`src/rtl/mips_fetch_pkg.sv`:
```
// Shared types and width helpers for the MIPS instruction-fetch front end.
package mips_fetch_pkg;

  // Bytes per instruction word; also the sequential PC step.
  localparam int unsigned INSTR_BYTES = 4;

  // Slot storage widths; the fetch unit's ADDR_W/DATA_W must not exceed these.
  localparam int unsigned SLOT_ADDR_W = 32;
  localparam int unsigned SLOT_DATA_W = 32;

  // One prefetch queue entry: fetch address, returned word, and whether it has returned.
  typedef struct packed {
    logic [SLOT_ADDR_W-1:0] pc;
    logic [SLOT_DATA_W-1:0] data;
    logic                   filled;
  } fetch_slot_t;

  // Occupancy counter width: must represent 0..depth inclusive.
  function automatic int unsigned cnt_width(input int unsigned depth);
    return $clog2(depth) + 1;
  endfunction

  // Outstanding/stale request counter width: must represent 0..2*depth.
  function automatic int unsigned pend_width(input int unsigned depth);
    return $clog2(2 * depth + 1);
  endfunction

endpackage

```
`src/rtl/mips_fetch_queue.sv`:
```
// In-order prefetch ring: reserve at tail, fill oldest unfilled slot, pop at head, flush to empty.
module mips_fetch_queue
  import mips_fetch_pkg::*;
#(
  parameter int unsigned ADDR_W = 32,
  parameter int unsigned DATA_W = 32,
  parameter int unsigned DEPTH  = 4
) (
  input  logic                        clk,
  input  logic                        srst_n_i,
  input  logic                        flush_i,
  input  logic                        reserve_i,
  input  logic [ADDR_W-1:0]           reserve_pc_i,
  input  logic                        fill_i,
  input  logic [DATA_W-1:0]           fill_data_i,
  input  logic                        pop_i,
  output logic [cnt_width(DEPTH)-1:0] count_o,
  output logic                        head_valid_o,
  output logic [ADDR_W-1:0]           head_pc_o,
  output logic [DATA_W-1:0]           head_data_o
);

  localparam int unsigned PTR_W = $clog2(DEPTH);
  localparam int unsigned CNT_W = cnt_width(DEPTH);

  logic [PTR_W-1:0] head_q, head_d;
  logic [PTR_W-1:0] tail_q, tail_d;
  logic [PTR_W-1:0] fill_q, fill_d;
  logic [CNT_W-1:0] count_q, count_d;
  fetch_slot_t      slots_q [DEPTH];

  // Pointer and occupancy next state; a flush returns the ring to empty and wins over everything.
  always_comb begin
    head_d  = head_q;
    tail_d  = tail_q;
    fill_d  = fill_q;
    count_d = count_q;
    if (flush_i) begin
      head_d  = '0;
      tail_d  = '0;
      fill_d  = '0;
      count_d = '0;
    end else begin
      if (reserve_i) tail_d = tail_q + PTR_W'(1);
      if (fill_i)    fill_d = fill_q + PTR_W'(1);
      if (pop_i)     head_d = head_q + PTR_W'(1);
      count_d = count_q + CNT_W'(reserve_i) - CNT_W'(pop_i);
    end
  end

  // Pointer/occupancy registers with synchronous active-low reset.
  always_ff @(posedge clk) begin
    if (!srst_n_i) begin
      head_q  <= '0;
      tail_q  <= '0;
      fill_q  <= '0;
      count_q <= '0;
    end else begin
      head_q  <= head_d;
      tail_q  <= tail_d;
      fill_q  <= fill_d;
      count_q <= count_d;
    end
  end

  // Slot payload: reserve records the pc at tail; a response lands in the oldest unfilled slot.
  always_ff @(posedge clk) begin
    if (srst_n_i && !flush_i) begin
      if (reserve_i) begin
        slots_q[tail_q] <= '{pc: SLOT_ADDR_W'(reserve_pc_i), data: '0, filled: 1'b0};
      end
      if (fill_i) begin
        slots_q[fill_q].data   <= SLOT_DATA_W'(fill_data_i);
        slots_q[fill_q].filled <= 1'b1;
      end
    end
  end

  assign count_o      = count_q;
  assign head_valid_o = (count_q != '0) && slots_q[head_q].filled;
  assign head_pc_o    = ADDR_W'(slots_q[head_q].pc);
  assign head_data_o  = DATA_W'(slots_q[head_q].data);

endmodule

```
`src/rtl/mips_fetch_unit.sv`:
```
// Decoupled instruction fetch: PC sequencing, request issue, stale-response tracking, redirect.
module mips_fetch_unit
  import mips_fetch_pkg::*;
#(
  parameter int unsigned       ADDR_W   = 32,
  parameter int unsigned       DATA_W   = 32,
  parameter int unsigned       DEPTH    = 4,
  parameter logic [ADDR_W-1:0] RESET_PC = '0
) (
  input  logic              clk,
  input  logic              reset,
  output logic              imem_req_valid,
  input  logic              imem_req_ready,
  output logic [ADDR_W-1:0] imem_req_addr,
  input  logic              imem_rsp_valid,
  input  logic [DATA_W-1:0] imem_rsp_data,
  input  logic              redirect_valid,
  input  logic [ADDR_W-1:0] redirect_pc,
  output logic              inst_valid,
  input  logic              inst_ready,
  output logic [DATA_W-1:0] inst_data,
  output logic [ADDR_W-1:0] inst_pc,
  output logic [ADDR_W-1:0] inst_pc4
);

  localparam int unsigned CNT_W  = cnt_width(DEPTH);
  localparam int unsigned PEND_W = pend_width(DEPTH);

  logic [ADDR_W-1:0] fetch_pc_q, fetch_pc_d;
  logic [PEND_W-1:0] pend_q, pend_d;
  logic [PEND_W-1:0] stale_q, stale_d;
  logic [CNT_W-1:0]  q_count;
  logic              req_fire;
  logic              rsp_drop;
  logic              rsp_fill;
  logic              pop;

  assign imem_req_valid = reset && !redirect_valid && (q_count < CNT_W'(DEPTH));
  assign imem_req_addr  = fetch_pc_q;
  assign req_fire       = imem_req_valid && imem_req_ready;
  // Responses in a redirect cycle, or owed to a discarded stream, never reach the queue.
  assign rsp_drop       = imem_rsp_valid && (redirect_valid || (stale_q != '0));
  assign rsp_fill       = imem_rsp_valid && !rsp_drop;
  assign pop            = inst_valid && inst_ready && !redirect_valid;

  // Next fetch PC and in-flight bookkeeping; redirect converts everything outstanding into stale.
  always_comb begin
    fetch_pc_d = fetch_pc_q;
    pend_d     = pend_q + PEND_W'(req_fire) - PEND_W'(imem_rsp_valid);
    stale_d    = stale_q;
    if (redirect_valid) begin
      fetch_pc_d = redirect_pc & ~ADDR_W'(INSTR_BYTES - 1);
      stale_d    = pend_q - PEND_W'(imem_rsp_valid);
    end else begin
      if (req_fire) fetch_pc_d = fetch_pc_q + ADDR_W'(INSTR_BYTES);
      if (imem_rsp_valid && (stale_q != '0)) stale_d = stale_q - PEND_W'(1);
    end
  end

  // Fetch PC and counters with synchronous active-low reset.
  always_ff @(posedge clk) begin
    if (!reset) begin
      fetch_pc_q <= RESET_PC;
      pend_q     <= '0;
      stale_q    <= '0;
    end else begin
      fetch_pc_q <= fetch_pc_d;
      pend_q     <= pend_d;
      stale_q    <= stale_d;
    end
  end

  mips_fetch_queue #(
    .ADDR_W (ADDR_W),
    .DATA_W (DATA_W),
    .DEPTH  (DEPTH)
  ) u_queue (
    .clk          (clk),
    .srst_n_i     (reset),
    .flush_i      (redirect_valid),
    .reserve_i    (req_fire),
    .reserve_pc_i (fetch_pc_q),
    .fill_i       (rsp_fill),
    .fill_data_i  (imem_rsp_data),
    .pop_i        (pop),
    .count_o      (q_count),
    .head_valid_o (inst_valid),
    .head_pc_o    (inst_pc),
    .head_data_o  (inst_data)
  );

  assign inst_pc4 = inst_pc + ADDR_W'(INSTR_BYTES);

endmodule

```
`config.mk`:
```
export PLATFORM = sky130hd
export DESIGN_NAME = mips_fetch_unit
export DESIGN_NICKNAME = d
export VERILOG_FILES = /design/src/rtl/mips_fetch_pkg.sv /design/src/rtl/mips_fetch_queue.sv /design/src/rtl/mips_fetch_unit.sv
export SDC_FILE = /design/constraint.sdc
export NUM_CORES = 1
export LEC_CHECK = 0
export CAP_MARGIN = 20
export CORE_ASPECT_RATIO = 1.75
export CORE_MARGIN = 2
export CORE_UTILIZATION = 30
export DETAILED_ROUTE_END_ITERATION = 16
export GPL_ROUTABILITY_DRIVEN = 0
export PLACE_DENSITY_LB_ADDON = 0.12
export SETUP_SLACK_MARGIN = 0.3
export SLEW_MARGIN = 20
export SYNTH_ARGS = -nofsm -noshare
export SYNTH_HDL_FRONTEND = slang
export SYNTH_SLANG_ARGS = --single-unit
```
`constraint.sdc`:
```
create_clock -name clk -period 4.14 [get_ports clk]
set_input_delay 0.828 -clock clk [delete_from_list [all_inputs] [get_ports clk]]
set_output_delay 0.828 -clock clk [all_outputs]
set_load 0.01 [all_outputs]
```
# ---- Yosys cells after proc, flatten, opt, wreduce, memory -nomap -nowiden
# Memory sizes are Yosys's and may differ from the RTL's. A register that Yosys moved wholly into a read port is not among the register bits.
# Cells that the tools add are included.
dict set report classes {
  n_addsub 11
  multipliers 0
  div 0
  order_cmp 1
  n_eq_ne 0
  shift 0
  muxes 12
  n_bitwise 1
  n_reduce_logical 17
}
# op count
set op_table {}
lappend op_table {{32-bit by 3-bit adder with 32-bit output, second input constant} 2}
lappend op_table {{32-bit two-way mux} 2}
lappend op_table {{1-bit logical AND} 9}
lappend op_table {{4-bit two-way mux} 2}
lappend op_table {{4-bit by 1-bit subtractor with 4-bit output} 2}
lappend op_table {{2-bit by 1-bit adder with 2-bit output, second input constant} 3}
lappend op_table {{1-bit two-way mux} 6}
lappend op_table {{4-bit by 1-bit adder with 4-bit output} 1}
lappend op_table {{2-bit two-way mux} 2}
lappend op_table {{2-bit nonzero test} 2}
lappend op_table {{4-bit nonzero test} 1}
lappend op_table {{4-bit by 1-bit subtractor with 4-bit output, second input constant} 1}
lappend op_table {{3-bit by 1-bit adder with 3-bit output} 1}
lappend op_table {{3-bit less-than comparator, second input constant} 1}
lappend op_table {{3-bit nonzero test} 1}
lappend op_table {{3-bit by 1-bit subtractor with 3-bit output} 1}
lappend op_table {{1-bit logical NOT} 2}
lappend op_table {{2-bit OR reduction} 1}
lappend op_table {{1-bit logical OR} 1}
lappend op_table {{1-bit NOT} 1}
dict set report word_totals {
  ff_bits 49
  latch_bits 0
  mem_bits_rw 260
  mem_bits_ro 0
  in_bits 70
  out_inout_bits 130
  word_cells 51
  memories 1
}
# memory words width read_ports rd_ports_with_merged_regs write_ports line_no
set memory_table {}
lappend memory_table {u_queue.slots_q 4 65 1 1 2 mips_fetch_queue.sv:30} ;# fetch_slot_t slots_q [DEPTH];

# ---- Longest topological paths before layout
# Gate-level depths: netlist (run 1).
dict set report logic_depth {
  depth_word 8
  mapped_depth 13
  mapped_depth_nobuf 10
}

# ---- Modules after synthesis
# From an unflattened synthesis (run 1), not the netlist that was laid out.
dict set report unflattened {
  hier_cells 913
  area_unflattened_um2 13704.4
}
# mod instances cells_per_inst area_each_um2 seq_area_each_um2
set by_module_without_submodules {}
lappend by_module_without_submodules {mips_fetch_queue 1 553 10901.7 7987.7}
lappend by_module_without_submodules {mips_fetch_unit 1 360 2802.7 760.7}

# ---- Worst setup path after synthesis (run 1)
# Ideal clock, no wire load.
dict set report synth_timing {
  path_type {input-to-reg}
  start {input reset}
  end {memory u_queue.slots_q[0][10] in the netlist's numbering (enable)}
  setup_time_ns 0.375
  arrival_ns 2.856
  required_ns 3.765
  setup_slack_ns 0.909
  stages 6
  path_buffers 2
  cell_sequence {buf_2 -> nor4bb_1 -> clkbuf_1 -> nand2_1 -> inv_1 -> or2_2}
}
# item line_no
set synth_lines {}
lappend synth_lines {{start: declaration} mips_fetch_unit.sv:11} ;# input logic reset,
lappend synth_lines {{end: declaration} mips_fetch_queue.sv:30}

==> flow_metrics.tcl, run 1 <==
set metrics [dict create \
    placed_area_sq_um 16100 \
    finalSetupViolCount 0 \
    ys_seq_area_frac 0.629 \
    worst-slew-pin-transition_ps 704 \
    final.setup.worst_slack_ps 384 \
    drtIter0Drc 303 \
    hold_violations 0 \
    crit_arrival_ps 2930 \
    diodes 0 \
    fin_skew_ps 10.5 \
    fin_crit_sh 0.907 \
    die_w_microns 165 \
    grt_pass1_wl_mm 54.9 \
    grt.total_usage 0.156 \
    hold_class "flip-flop to flip-flop" \
    period_needed_ps 3760 \
    drt_pass1_iterations 4 \
    synth_top_area_share 0.551 \
    grt_pass1_vias 9059 \
    ys_types 55 \
    port_buffers 191 \
    wl_per_cell_microns 21.1 \
    clk_pin_slew_ps 60 \
    vdd_drop_max_mv 0.226 \
    yosys.area.top_type "edfxtp_1" \
    synthArstFlopShare 0 \
    synthCells 921 \
    wirelength_mm 36.7 \
    powerDensity_nw_per_um2 384 \
    drc_errors 0 \
    vias 8438 \
    ys.flop_type "edfxtp_1" \
    syn_area_per_cell_sq_um 14.7 \
    fmax_mhz 266 \
    final_cell_count_no_fill 1734 \
    start_util 0.302 \
    required_ps 3310 \
    place_inst 1653 \
    fp-row-count 103 \
    die-area_sq_um 46900 \
    rsz0062_at_grt "true" \
    drtAntennaViolNets 0 \
    yosysWarnings 0 \
    final_cell_area_sq_um 17400 \
    final_common_cell "edfxtp_1" \
    drive_above_1_share 0.157 \
    cts_tree "done" \
    die_y_microns 285 \
    cts_made_buffers 30 \
    synthTopCellsByArea "edfxtp_1 (55%), mux4_2 (10%), dfxtp_1 (7.8%)" \
    syn_to_final_growth_pct 28.9 \
    final_cell_mix "edfxtp_1 (248), clkdlybuf4s50_1 (167), and3_1 (137)" \
    drv_cap 0 \
    pre_cts_ws_ps 465 \
    grt_max_degree 97 \
    crit_type "flip-flop to output port" \
    cts_sinks 301 \
    hold_ws_ps 455 \
    grt-ovfl-total 0 \
    relSlewSlack 0.531 \
    crit_path_end_kind "output port" \
    synth_edf_count 248 \
    netlist_area_sq_um 13500 \
    start_kind "flip-flop" \
    core_area_sq_um 44800 \
    vias_per_cell 4.87 \
    final_max_slew_viol_count 0 \
    status "finished clean" \
    synth-seq-cells 301 \
    antenna_found_initial 0 \
    cts-root-buf "clkbuf_16" \
    p_leak_nw 6.65 \
    cp_max_fo 30 \
    clkLatencyLatePin_ps 560 \
    setup_tns_ps 0 \
    htreeDepth 1 \
    nNetsFinal 1229 \
    dp_hpwl_mm 23.8 \
    clockBufferDepth 3 \
    num_io_pins 200 \
]
==> stage by stage <==
stage / util / power, mW
2_1_floorplan: - / 3.77
3_3_place_gp: 0.360 / 4.07
3_5_place_dp: 0.360 / 4.08
4_1_cts: 0.387 / 6.79
5_1_grt: 0.389 / 6.95
6_report: 0.389 / 6.69
==> sequential cells by signal (all words and copies together), names as in the netlist, named ones only <==
signal	cells
pend_q	4
u_queue.head_q	2
u_queue.slots_q	252
u_queue.fill_q	2
imem_req_addr	30
stale_q	4
u_queue.tail_q	2
u_queue.count_o	3
==> Yosys cell counts (20+ instances only) <==
cell type and count:
ha_1 21, nand3_1 30, clkbuf_1 48, nand2_1 32, nand4_1 20, and3_1 137, inv_1 29, mux4_2 63
o211a_1 20, xnor2_1 48, edfxtp_1 248, nor2_1 22, dfxtp_1 53
==> timing repair <==
item	CTS	global route
setup buffers	22	5
cloned	1	0
pin swaps	4	0
setup endpoints to repair	25	11
hold buffers	0	0
hold endpoints to repair	0	0
resized for setup	30	13
==> where the power goes <==
part	total (mW)	switching, mW	leakage (nW)	internal [mW]
registers	3.42	0.0818	2.83	3.34
clock network	2.68	1.14	0.457	1.54
logic	0.581	0.282	3.37	0.300
==> critical path, cell delays in order (launching register included) <==
cell	delay, ps
dfxtp_4	370
buf_12	130
buf_4	550
mux4_2	610
o31a_1	180
clkdlybuf4s50_1	500
==> path summary, 6_finish.rpt <==
| kind | endpoint | slack, ps | cells past startpoint | startpoint |
|---|---|---|---|---|
| max | inst_valid | 380 | 5 | flip-flop |
| min | u_queue.slots_q[2][0] | 460 | 1 | u_queue.slots_q[2][0] |
| max reg2reg | u_queue.count_o[1] | 920 | 11 | flip-flop |
| min reg2reg | u_queue.slots_q[2][0] | 460 | 1 | u_queue.slots_q[2][0] |
==> metal layers <==
metal | part of all wire | GRT usage
met3 | 0.037 | 0.0205
met1 | 0.38 | 0.170
met5 | 0 | 0
met2 | 0.57 | 0.309
met4 | 0.016 | 0.0363
==> final cells by class <==
cell class | instances | area [sq um]
clock buffer | 37 | 798
clock inverter | 16 | 146
fill | 4368 | 27400
inverter | 30 | 113
multi-input combinational | 526 | 4660
sequential | 301 | 8520
tap | 577 | 722
timing repair buffer | 247 | 2480
==> kinds of logic after synthesis <==
kind of cell             after synthesis  share of synthesized area
adder cells (fa/ha/maj)               23                     0.0224
flip-flops                           301                      0.629
other                                  1                   0.000277
buffers and inverters                 99                     0.0334
AND/OR/NAND/NOR                      310                      0.136
multiplexers                          65                      0.106
XOR/XNOR                              61                     0.0395
AO/OA/AOI/OAI                         61                     0.0327
No activity file was read; power rests on OpenSTA's default activity.
==> inputs of run 2 (changes only) <==
--- a/config.mk
+++ b/config.mk
@@ -11,8 +11,7 @@
 export CORE_UTILIZATION = 30
 export DETAILED_ROUTE_END_ITERATION = 16
 export GPL_ROUTABILITY_DRIVEN = 0
-export PLACE_DENSITY_LB_ADDON = 0.12
-export SETUP_SLACK_MARGIN = 0.3
+export PLACE_DENSITY = 0.51
 export SLEW_MARGIN = 20
 export SYNTH_ARGS = -nofsm -noshare
 export SYNTH_HDL_FRONTEND = slang
==> run 2 against run 1 <==
Clock power down 7%. Non-clock buffer count down 26. Total power fell by 2.8%. Routed wire length decreased by 1.3%. Critical path depth is 3 higher. Largest cell class unchanged.
==> flow_metrics.tcl, run 2 (synthesis results as in run 1) <==
set metrics [dict create \
    antenna_found_initial 1 \
    pre_cts_ws_ps 413 \
    cts_tree "done" \
    powerDensity_nw_per_um2 381 \
    hold_violations 0 \
    syn_to_final_growth_pct 26.1 \
    wirelength_mm 36.2 \
    die_w_microns 165 \
    fin_skew_ps 10.6 \
    fin_crit_sh 0.962 \
    cts-root-buf "clkbuf_16" \
    htreeDepth 1 \
    dp_hpwl_mm 23.7 \
    required_ps 3310 \
    largest-register "u_queue.slots_q" \
    final_common_cell "edfxtp_1" \
    worstHoldStart "u_queue.slots_q[1][0]" \
    rr_worst_depth 11 \
    grt.total_usage 0.153 \
    drv_cap 0 \
    drt_pass1_iterations 5 \
    crit_path_end_kind "output port" \
    power.total_mw 6.50 \
    p_leak_nw 6.34 \
    clkLatencyLatePin_ps 560 \
    largest_reg_flops 252 \
    vdd_drop_max_mv 0.265 \
    crit_type "flip-flop to output port" \
    clockBufferDepth 3 \
    drc_errors 0 \
    nNetsFinal 1202 \
    n_fill_cell 4289 \
    core_area_sq_um 44800 \
    wl_per_cell_microns 21.2 \
    num_io_pins 200 \
    cts_hold_buf 0 \
    grt-ovfl-total 0 \
    min_path_cells 1 \
    timing.reg2reg.setup_slack_ps 740 \
    fp-row-count 103 \
    clk_pin_slew_ps 60 \
    die_y_microns 285 \
    final.setup.worst_slack_ps 156 \
    relSlewSlack 0.496 \
    holdPathEnd "u_queue.slots_q[1][0]" \
    vias 8382 \
    status "finished clean" \
    port_buffers 191 \
    grt_pass1_vias 8660 \
    drtIter0Drc 464 \
    cts_made_buffers 29 \
    timing.rr.end "u_queue.count_o[1]" \
    grt_pass1_wl_mm 54.0 \
    crit_arrival_ps 3160 \
    die-area_sq_um 46900 \
    start_kind "flip-flop" \
    cts_sinks 301 \
    drtAntennaViolNets 0 \
    start_util 0.302 \
    cp_max_fo 7 \
    final_cell_mix "edfxtp_1 (248), clkdlybuf4s50_1 (189), and3_1 (137)" \
    final_max_slew_viol_count 0 \
    grt_max_degree 53 \
    worst-slew-pin-transition_ps 756 \
    hold_class "flip-flop to flip-flop" \
    period_needed_ps 3980 \
    finalSetupViolCount 0 \
    drive_above_1_share 0.136 \
    vias_per_cell 4.90 \
    fmax_mhz 251 \
    rsz0062_at_grt "false" \
    setup_tns_ps 0 \
]
-- run 2: cell count changes in the layout (fill, tap and decap cells not counted), sizes merged --
cell | previous run | this run
clkbuf | 38 | 46
clkinv | 13 | 7
bufinv | 3 | 1
clkinvlp | 1 | 0
clkdlybuf4s50 | 167 | 189
diode | 0 | 2
buf | 55 | 30
dlymetal6s2s | 9 | 1
bufbuf | 1 | 0
dlygate4sd2 | 14 | 1
-- run 2: critical path, stage by stage, from the launching register on --
cell and delay, ps:
dfxtp_4 390, buf_4 190, mux4_2 420, nand4_4 220, nor4_4 290, buf_4 200
nand4_1 120, xnor2_1 180, clkdlybuf4s50_1 560
-- run 2: worst max-delay path by stage --
stage | cells past startpoint | start | end | slack, ps
global placement | 6 | flip-flop | inst_pc4[31] | 460
finish | 8 | flip-flop | inst_pc4[21] | 160
global route | 8 | flip-flop | inst_pc4[26] | 7
CTS | 8 | flip-flop | inst_pc4[30] | 20
detailed placement | 6 | flip-flop | inst_pc4[21] | 410
floorplan | 6 | reset | u_queue.slots_q[0][10] | 910
-- run 2: per-layer routing --
| metal | track usage | vias to the layer above | part of all wire |
|---|---|---|---|
| li1 | - | 3894 | - |
| met5 | 0 | - | 0 |
| met2 | 0.285 | 221 | 0.54 |
| met1 | 0.182 | 4228 | 0.39 |
| met4 | 0.0415 | 0 | 0.020 |
| met3 | 0.0195 | 39 | 0.045 |
-- run 2: through the flow --
stage / util / hold WS [ps] / instance area [sq um] / cells
5_1_grt: 0.380 / 496 / 17100 / 1709
3_3_place_gp: 0.360 / 431 / 16100 / 1653
4_1_cts: 0.380 / 459 / 17000 / 1708
2_1_floorplan: - / 420 / 13500 / 926
3_5_place_dp: 0.360 / 439 / 16100 / 1653
6_report: 0.380 / 455 / 17100 / 1710
-- run 2: what timing repair did --
action,4_1_cts,5_1_grt
pin swaps,3,1
buffers inserted,2,0
resized for setup,7,3
setup endpoints to repair,13,6
-- run 2: area by class of cell --
class,count,area (sq um),share of cell area
Sequential cell,301,8520,0.499
Multi-Input combinational cell,526,4630,0.271
Timing Repair Buffer,221,2200,0.129
Clock buffer,46,810,0.0475
Tap cell,577,722,0.0423
Inverter,30,113,0.00660
Clock inverter,7,57.6,0.00337
Antenna cell,2,5.00,0.000293
-- run 2: power breakdown --
part	leakage, nW	switching (mW)	internal (mW)	total, mW
sequential	2.83	0.0801	3.34	3.42
clock	0.422	1.10	1.39	2.49
combinational	3.10	0.282	0.299	0.581
total	6.34	1.46	5.04	6.50
==> inputs of run 3 (changes only) <==
--- a/config.mk
+++ b/config.mk
@@ -8,10 +8,11 @@
 export CAP_MARGIN = 20
 export CORE_ASPECT_RATIO = 1.75
 export CORE_MARGIN = 2
-export CORE_UTILIZATION = 30
+export CORE_UTILIZATION = 55
 export DETAILED_ROUTE_END_ITERATION = 16
 export GPL_ROUTABILITY_DRIVEN = 0
-export PLACE_DENSITY = 0.51
+export GPL_TIMING_DRIVEN = 0
+export PLACE_DENSITY = 0.79
 export SLEW_MARGIN = 20
 export SYNTH_ARGS = -nofsm -noshare
 export SYNTH_HDL_FRONTEND = slang
==> run 3 against run 2 <==
Global-route usage up 10 points. Via count up 4.8%. Non-clock buffer count up 42. Die area down 45%. Sequential power about the same. Largest power group unchanged. Highest routed layer unchanged.
==> flow_metrics.tcl, run 3 (synthesis results as in run 1) <==
set metrics [dict create \
    core_area_sq_um 24400 \
    cts-root-buf "clkbuf_16" \
    crit_arrival_ps 3230 \
    timing.rr.end "u_queue.slots_q[2][9]" \
    worst-path-buf-inv 4 \
    cts_made_buffers 27 \
    grt_pass1_wl_mm 50.3 \
    largest-register "u_queue.slots_q" \
    htreeDepth 1 \
    wirelength_mm 33.1 \
    diodes 0 \
    grt_pass1_vias 9055 \
    relSlewSlack 0.367 \
    drt_pass1_iterations 8 \
    syn_to_final_growth_pct 24.1 \
    start_util 0.553 \
    crit_path_end_kind "output port" \
    drive_above_1_share 0.131 \
    port_buffers 190 \
    min_path_cells 1 \
    largest_reg_flops 252 \
    cpMaxStageDelayCell "clkdlybuf4s50_1" \
    wl_per_cell_microns 22.3 \
    hold_ws_ps 466 \
    fin_crit_sh 0.979 \
    powerDensity_nw_per_um2 385 \
    nNetsFinal 1242 \
    rsz0062_at_grt "true" \
    drtAntennaViolNets 0 \
    dp_hpwl_mm 23.0 \
    p_leak_nw 6.36 \
    drc_errors 0 \
    drtIter0Drc 829 \
    drv_cap 0 \
    vdd_drop_max_mv 0.370 \
    final.setup.worst_slack_ps 86.0 \
    grt_max_degree 33 \
    holdPathEnd "u_queue.slots_q[0][0]" \
    fin_skew_ps 20.6 \
    hold_class "flip-flop to flip-flop" \
    crit_family "buffers and inverters" \
    rr_worst_depth 5 \
    antenna_found_initial 0 \
    worstHoldStart "u_queue.slots_q[0][0]" \
    grt-ovfl-total 0 \
    num_io_pins 200 \
    vias_per_cell 5.93 \
    worst-slew-pin-transition_ps 950 \
    finalSetupViolCount 0 \
    crit_type "flip-flop to output port" \
    grt.total_usage 0.258 \
    die-area_sq_um 25900 \
    timing.reg2reg.setup_slack_ps 960 \
    die_y_microns 211 \
    clk_pin_slew_ps 60 \
    crit_chain "buf_6 -> buf_8 -> mux4_2 -> nand2_2 -> nor3_4 -> buf_4 -> nand4_1 -> xnor2_2 -> clkdlybuf4s50_1" \
    required_ps 3310 \
    cp_num_cells 9 \
    hold_violations 0 \
    start_kind "flip-flop" \
    status "finished clean" \
    reg2reg_from "u_queue.count_o[2]" \
    final_common_cell "edfxtp_1" \
    pre_cts_ws_ps -32.9 \
    clockBufferDepth 3 \
    fmax_mhz 247 \
    clkLatencyLatePin_ps 550 \
    cts_sinks 301 \
    period_needed_ps 4050 \
    fp-row-count 76 \
    cp_max_fo 10 \
    die_w_microns 123 \
    vias 8782 \
    slowest_delay_ps 560 \
    n_fill_cell 1654 \
    cts_tree "done" \
    final_max_slew_viol_count 0 \
    final_cell_mix "edfxtp_1 (248), clkdlybuf4s50_1 (190), and3_1 (137)" \
]
run 3: changes by cell type in the layout (fill, tap and decap cells not counted), moves of 4 or more:
cell,delta
inv_1,-5
buf_2,+7
ha_1,+4
clkbuf_1,+39
ha_2,-4
buf_4,-9
inv_2,+5
buf_12,-4
run 3: layer usage:
metal | track usage | share of wire
met3 | 0.0296 | 0.059
met1 | 0.293 | 0.35
met2 | 0.494 | 0.57
met5 | 0 | 0
met4 | 0.0797 | 0.027
run 3: how the worst max path moves through the flow:
stage / slack [ps] / endpoint / from
floorplan: 910 / u_queue.slots_q[0][10] / reset
global placement: -460 / u_queue.slots_q[0][28] / redirect_valid
detailed placement: -30 / u_queue.slots_q[1][11] / redirect_valid
CTS: 4 / inst_pc4[31] / flip-flop
global route: -80 / inst_pc4[31] / flip-flop
finish: 90 / inst_pc4[31] / flip-flop
run 3: through the flow:
stage	power, mW	utilization	TNS [ps]	std cells	cell area (sq um)
after floorplan	3.77	-	0	926	13500
final	6.46	0.687	0	1482	16800
after CTS	6.49	0.684	0	1477	16700
after detailed placement	4.07	0.648	-1990	1428	15800
after global routing	6.66	0.687	-81.7	1482	16800
after global placement	4.05	0.648	-57050	1428	15800
run 3: what timing repair did:
action	CTS	global route
endpoints found under the setup margin	14	16
hold buffers	0	0
resized for setup	4	8
gates cloned	0	0
buffers inserted	0	5
pin swaps	2	4
run 3: cell type report:
class	instances	area (sq um)	area share
Tap cell	312	390	0.0233
Clock buffer	35	716	0.0427
Sequential cell	301	8510	0.507
Clock inverter	15	140	0.00835
Multi-Input combinational cell	526	4630	0.276
Inverter	30	113	0.00671
Buffer	68	344	0.0205
Timing Repair Buffer	195	1940	0.116
run 3: where the power goes:
group          switching (mW)  internal (mW)  total (mW)
Sequential             0.0792           3.34        3.42
Clock                    1.09           1.36        2.45
Combinational           0.292          0.295       0.588
Total                    1.47           4.99        6.46
==> variant 1, RTL diff (settings of run 1) <==
The package constant `SLOT_DATA_W` goes from 32 to 16.
--- a/src/rtl/mips_fetch_pkg.sv
+++ b/src/rtl/mips_fetch_pkg.sv
@@ -7,5 +7,5 @@
   // Slot storage widths; the fetch unit's ADDR_W/DATA_W must not exceed these.
   localparam int unsigned SLOT_ADDR_W = 32;
-  localparam int unsigned SLOT_DATA_W = 32;
+  localparam int unsigned SLOT_DATA_W = 16;
 
   // One prefetch queue entry: fetch address, returned word, and whether it has returned.
Behaviour: not the same (Yosys sat finds a counterexample within 4 cycles, from zero or initial values and one cycle with reset low).
==> variant 1 against run 1 <==
Setup slack worse by 140 ps. Sequential cell count fell by 64. Highest routed layer unchanged. Critical path type unchanged. Cell count decreased by 14%. Power decreased by 20%. Area after synthesis down 19%. Register-to-register slack better by 490 ps. Wire length decreased by 15%. Cell area decreased by 19%.
==> variant 1: results (changes against run 1) <==
Global routing
  • Vias in the first global route: 7473 (was 9059)
  • Largest net degree at the start of global routing: 53 (was 97)
  • Initial antenna violation count: 0 (unchanged)
  • First-pass GRT wire length: 46400 microns (was 54900 microns)

Placement
  • Port bufs: 159 (was 191)
  • Post-DP HPWL: 21400 microns (was 23800 microns)
  • Pre-CTS setup slack: 398 ps (was 465 ps)
  • Inst Count DP: 1416 (was 1653)

Synth
  • Post-synth EDFFs: 184 (was 248)
  • Sequential area share after synthesis: 0.599 (was 0.629)
  • Compound-gate portion of the synthesized area: 0.0531 (was 0.0327)
  • Synth top area cells: edfxtp_1, dfxtp_1, mux4_2 (was edfxtp_1, mux4_2, dfxtp_1)
  • Synth top cells by count: edfxtp_1, and3_1, nand2_1 (was edfxtp_1, and3_1, mux4_2)
  • Avg Cell Area, Syn: 13.6 sq um (was 14.7 sq um)
  • Synth Area in Adders: 0.0275 (was 0.0224)
  • Post-synth cell types: 59 (was 55)

Power and ir drop
  • Clock-net power: 0.00215 W (was 0.00268 W)
  • Psw: 0.00124 W (was 0.00151 W)
  • Seq group: 0.00271 W (was 0.00342 W)

Worst setup path
  • R2R depth: 10 (was 11)
  • CP max FO: 7 (was 30)
  • Max stage delay on crit path: 510 ps (was 610 ps)
  • FF-to-FF setup slack: 1410 ps (was 920 ps)
  • Slowest CP cell: or4_4 (was mux4_2)

STA
  • Fin Hold WS: 451 ps (was 455 ps)
  • Setup Skew: 8.99 ps (was 10.5 ps)

Final layout
  • Fraction of layout cells with a size suffix above 1: 0.159 (was 0.157)
  • Filler cell count: 3508 (was 4368)
  • Final nets: 1093 (was 1229)

Route
  • Drt wl/cell: 21.0 microns (was 21.1 microns)
  • DRT iter0 DRCs: 397 (was 303)
  • Final WL: 31200 microns (was 36700 microns)

Clocking
  • Total CTS buffers: 23 (was 30)
  • Worst-skew pair later-pin latency: 530 ps (was 560 ps)

Run status
  • Outcome: finished, final reports clean (unchanged)
[variant 1: metrics by stage]
step,instance area [sq um],total power [W],util
final,14200,0.00536,0.393
after global routing,14200,0.00560,0.393
after CTS,14100,0.00544,0.391
after detailed placement,13100,0.00327,0.363
after global placement,13100,0.00327,0.363
after floorplan,11100,0.00302,-
[variant 1: kinds of logic after synthesis]
| kind of cell | Yosys count |
|---|---|
| xor+xnor | 52 |
| simple gates | 267 |
| other cells | 1 |
| mux | 49 |
| compound gates | 86 |
| buf+inv | 94 |
| fa+ha+maj | 23 |
| flops | 237 |
[variant 1: worst max-delay path by stage]
stage	from	end	slack [ps]	cells after the start
floorplan	flop	u_queue.count_o[1]	990	13
global placement	flop	inst_pc4[28]	410	7
detailed placement	flop	inst_pc4[28]	400	7
CTS	flop	inst_pc4[26]	130	11
global route	flop	inst_pc4[24]	90	11
finish	flop	inst_pc4[24]	250	11
[variant 1: metal layers]
| metal | up-vias | track usage | wire length [microns] |
|---|---|---|---|
| li1 | 3397 | - | - |
| met1 | 3663 | 0.183 | 12300 |
| met2 | 166 | 0.308 | 16900 |
| met3 | 38 | 0.0234 | 1180 |
| met4 | 0 | 0.0519 | 799 |
| met5 | - | 0 | 0 |
[variant 1: layout make-up]
| class | instances | area [sq um] | share of cell area |
|---|---|---|---|
| clock buffer | 29 | 618 | 0.0437 |
| timing repair buffer | 209 | 2030 | 0.144 |
| inverter | 30 | 113 | 0.00796 |
| tap | 470 | 588 | 0.0416 |
| clock inverter | 13 | 139 | 0.00981 |
| sequential | 237 | 6590 | 0.466 |
| multi-input combinational | 499 | 4070 | 0.288 |
[variant 1: repair_timing]
item                                    4_1_cts  5_1_grt
endpoints found under the setup margin       23       17
buffers inserted                             20        8
cloned                                        1        0
pin swaps                                     2        3
resized for setup                            36       21
==> variant 2, RTL diff (settings of run 1) <==
Made on the original files. Make the reset (`reset` and `srst_n_i`) asynchronous in 2 clocked blocks. Comments in the files are not updated.
--- a/src/rtl/mips_fetch_queue.sv
+++ b/src/rtl/mips_fetch_queue.sv
@@ -50,5 +50,5 @@
 
   // Pointer/occupancy registers with synchronous active-low reset.
-  always_ff @(posedge clk) begin
+  always_ff @(posedge clk or negedge srst_n_i) begin
     if (!srst_n_i) begin
       head_q  <= '0;
--- a/src/rtl/mips_fetch_unit.sv
+++ b/src/rtl/mips_fetch_unit.sv
@@ -59,5 +59,5 @@
 
   // Fetch PC and counters with synchronous active-low reset.
-  always_ff @(posedge clk) begin
+  always_ff @(posedge clk or negedge reset) begin
     if (!reset) begin
       fetch_pc_q <= RESET_PC;
Check against the original RTL: differs if reset is asserted again (counterexample within 4 cycles, from zero or initial values and one cycle with reset low); with reset held inactive, the same outputs for 4 cycles.
==> variant 2 against run 1 <==
Setup slack got worse by 120 ps. Wire length increased by 4.5%. Core utilization increased by 0.26 points. Cell area increased by 0.95%. Area after synthesis increased by 0.68%. Power increased by 5.4%. First-iteration DRC count increased by 26%. Sequential cell count decreased by 2. Cell count increased by 0.52%. Sequential power increased by 3%. Clock power about the same. Sequential share of layout area increased by 0.65 points. Hold slack got worse by 280 ps. Critical path type unchanged.
==> variant 2: results (changes against run 1) <==
Route
  • Routed vias: 8601 (was 8438)
  • Drt wl/cell: 22.0 microns (was 21.1 microns)
  • Metal-1 WL: 14200 microns (was 13800 microns)
  • Met2 WL: 21500 microns (was 20900 microns)
  • Highest metal used: met5 (was met4)
  • Met3 wire len: 1800 microns (was 1350 microns)
  • DRT iter0 DRCs: 383 (was 303)
  • Via-to-Cell Ratio: 4.93 (was 4.87)

Clocking
  • Post-CTS setup buffer count: 30 (was 22)
  • Post-CTS sizing: 92 (was 30)
  • Total CTS buffers: 29 (was 30)

Worst setup path
  • Critical path arrival: 3050 ps (was 2930 ps)
  • R2R depth: 12 (was 11)
  • Max stage delay on crit path: 540 ps (was 610 ps)
  • CP max FO: 5 (was 30)
  • Reg2reg end: u_queue.count_o[2] (was u_queue.count_o[1])
  • Critical Path End: inst_pc4[31] (was inst_valid)

Global routing
  • GR Util met3: 0.0236 (was 0.0205)
  • Met1 Track Usage GR: 0.182 (was 0.170)
  • GR Util All Layers: 0.162 (was 0.156)
  • Largest net degree at the start of global routing: 129 (was 97)
  • First-pass GRT wire length: 57000 microns (was 54900 microns)

Synth
  • Share of the synthesized area in the top cell type: 0.547 (was 0.551)
  • Post-synth cell types: 54 (was 55)
  • Synth top cells by count: edfxtp_1, and3_1, nand2_1 (was edfxtp_1, and3_1, mux4_2)
  • Synth top area cells: edfxtp_1, dfrtp_1, mux4_2 (was edfxtp_1, mux4_2, dfxtp_1)
  • Synth async-reset ratio: 0.157 (was 0)
  • Gate Count Post-Synth: 907 (was 921)
  • Sequential area share after synthesis: 0.639 (was 0.629)

STA
  • Setup Skew: 16.0 ps (was 10.5 ps)
  • Worst slew margin: 0.358 (was 0.531)
  • Fin crit period: 3880 ps (was 3760 ps)

Placement
  • Pre-CTS setup slack: 181 ps (was 465 ps)
  • Inst Count DP: 1646 (was 1653)

Power and ir drop
  • Switching part of the total: 0.251 (was 0.225)
  • Maximum VDD drop: 0.000311 V (was 0.000226 V)
  • Leak Pwr: 6.89 nW (was 6.65 nW)
  • Psw: 0.00177 W (was 0.00151 W)

Final layout
  • Filler cell count: 4293 (was 4368)
  • Final nets: 1236 (was 1229)

Run status
  • Outcome: finished, final reports clean (unchanged)

Hold path
  • Hold WC Path Type: in2async (was reg2reg)
==> variant 2: through the flow <==
stage,cell area [sq um],utilization
after floorplan,13600,-
after global placement,16200,0.361
after detailed placement,16200,0.361
after CTS,17400,0.387
after global routing,17600,0.391
final,17600,0.391
==> variant 2: logic make-up (layout without fill, tap and decap cells) <==
group           after synthesis  in the layout  share of synthesized area
fa+ha+maj                    23             23                     0.0222
simple gates                314            314                      0.133
xor+xnor                     43             43                     0.0277
buf+inv                      92            346                     0.0307
flops                       299            299                      0.639
mux                          65             65                      0.110
other cells                   1              6                   0.000275
compound gates               70             70                     0.0370
==> variant 2: area by class of cell <==
class | count | area share
Inverter | 32 | 0.00683
Clock inverter | 21 | 0.0119
Tap cell | 577 | 0.0410
Clock buffer | 33 | 0.0421
Multi-Input combinational cell | 521 | 0.260
Timing Repair Buffer | 260 | 0.143
Sequential cell | 299 | 0.495
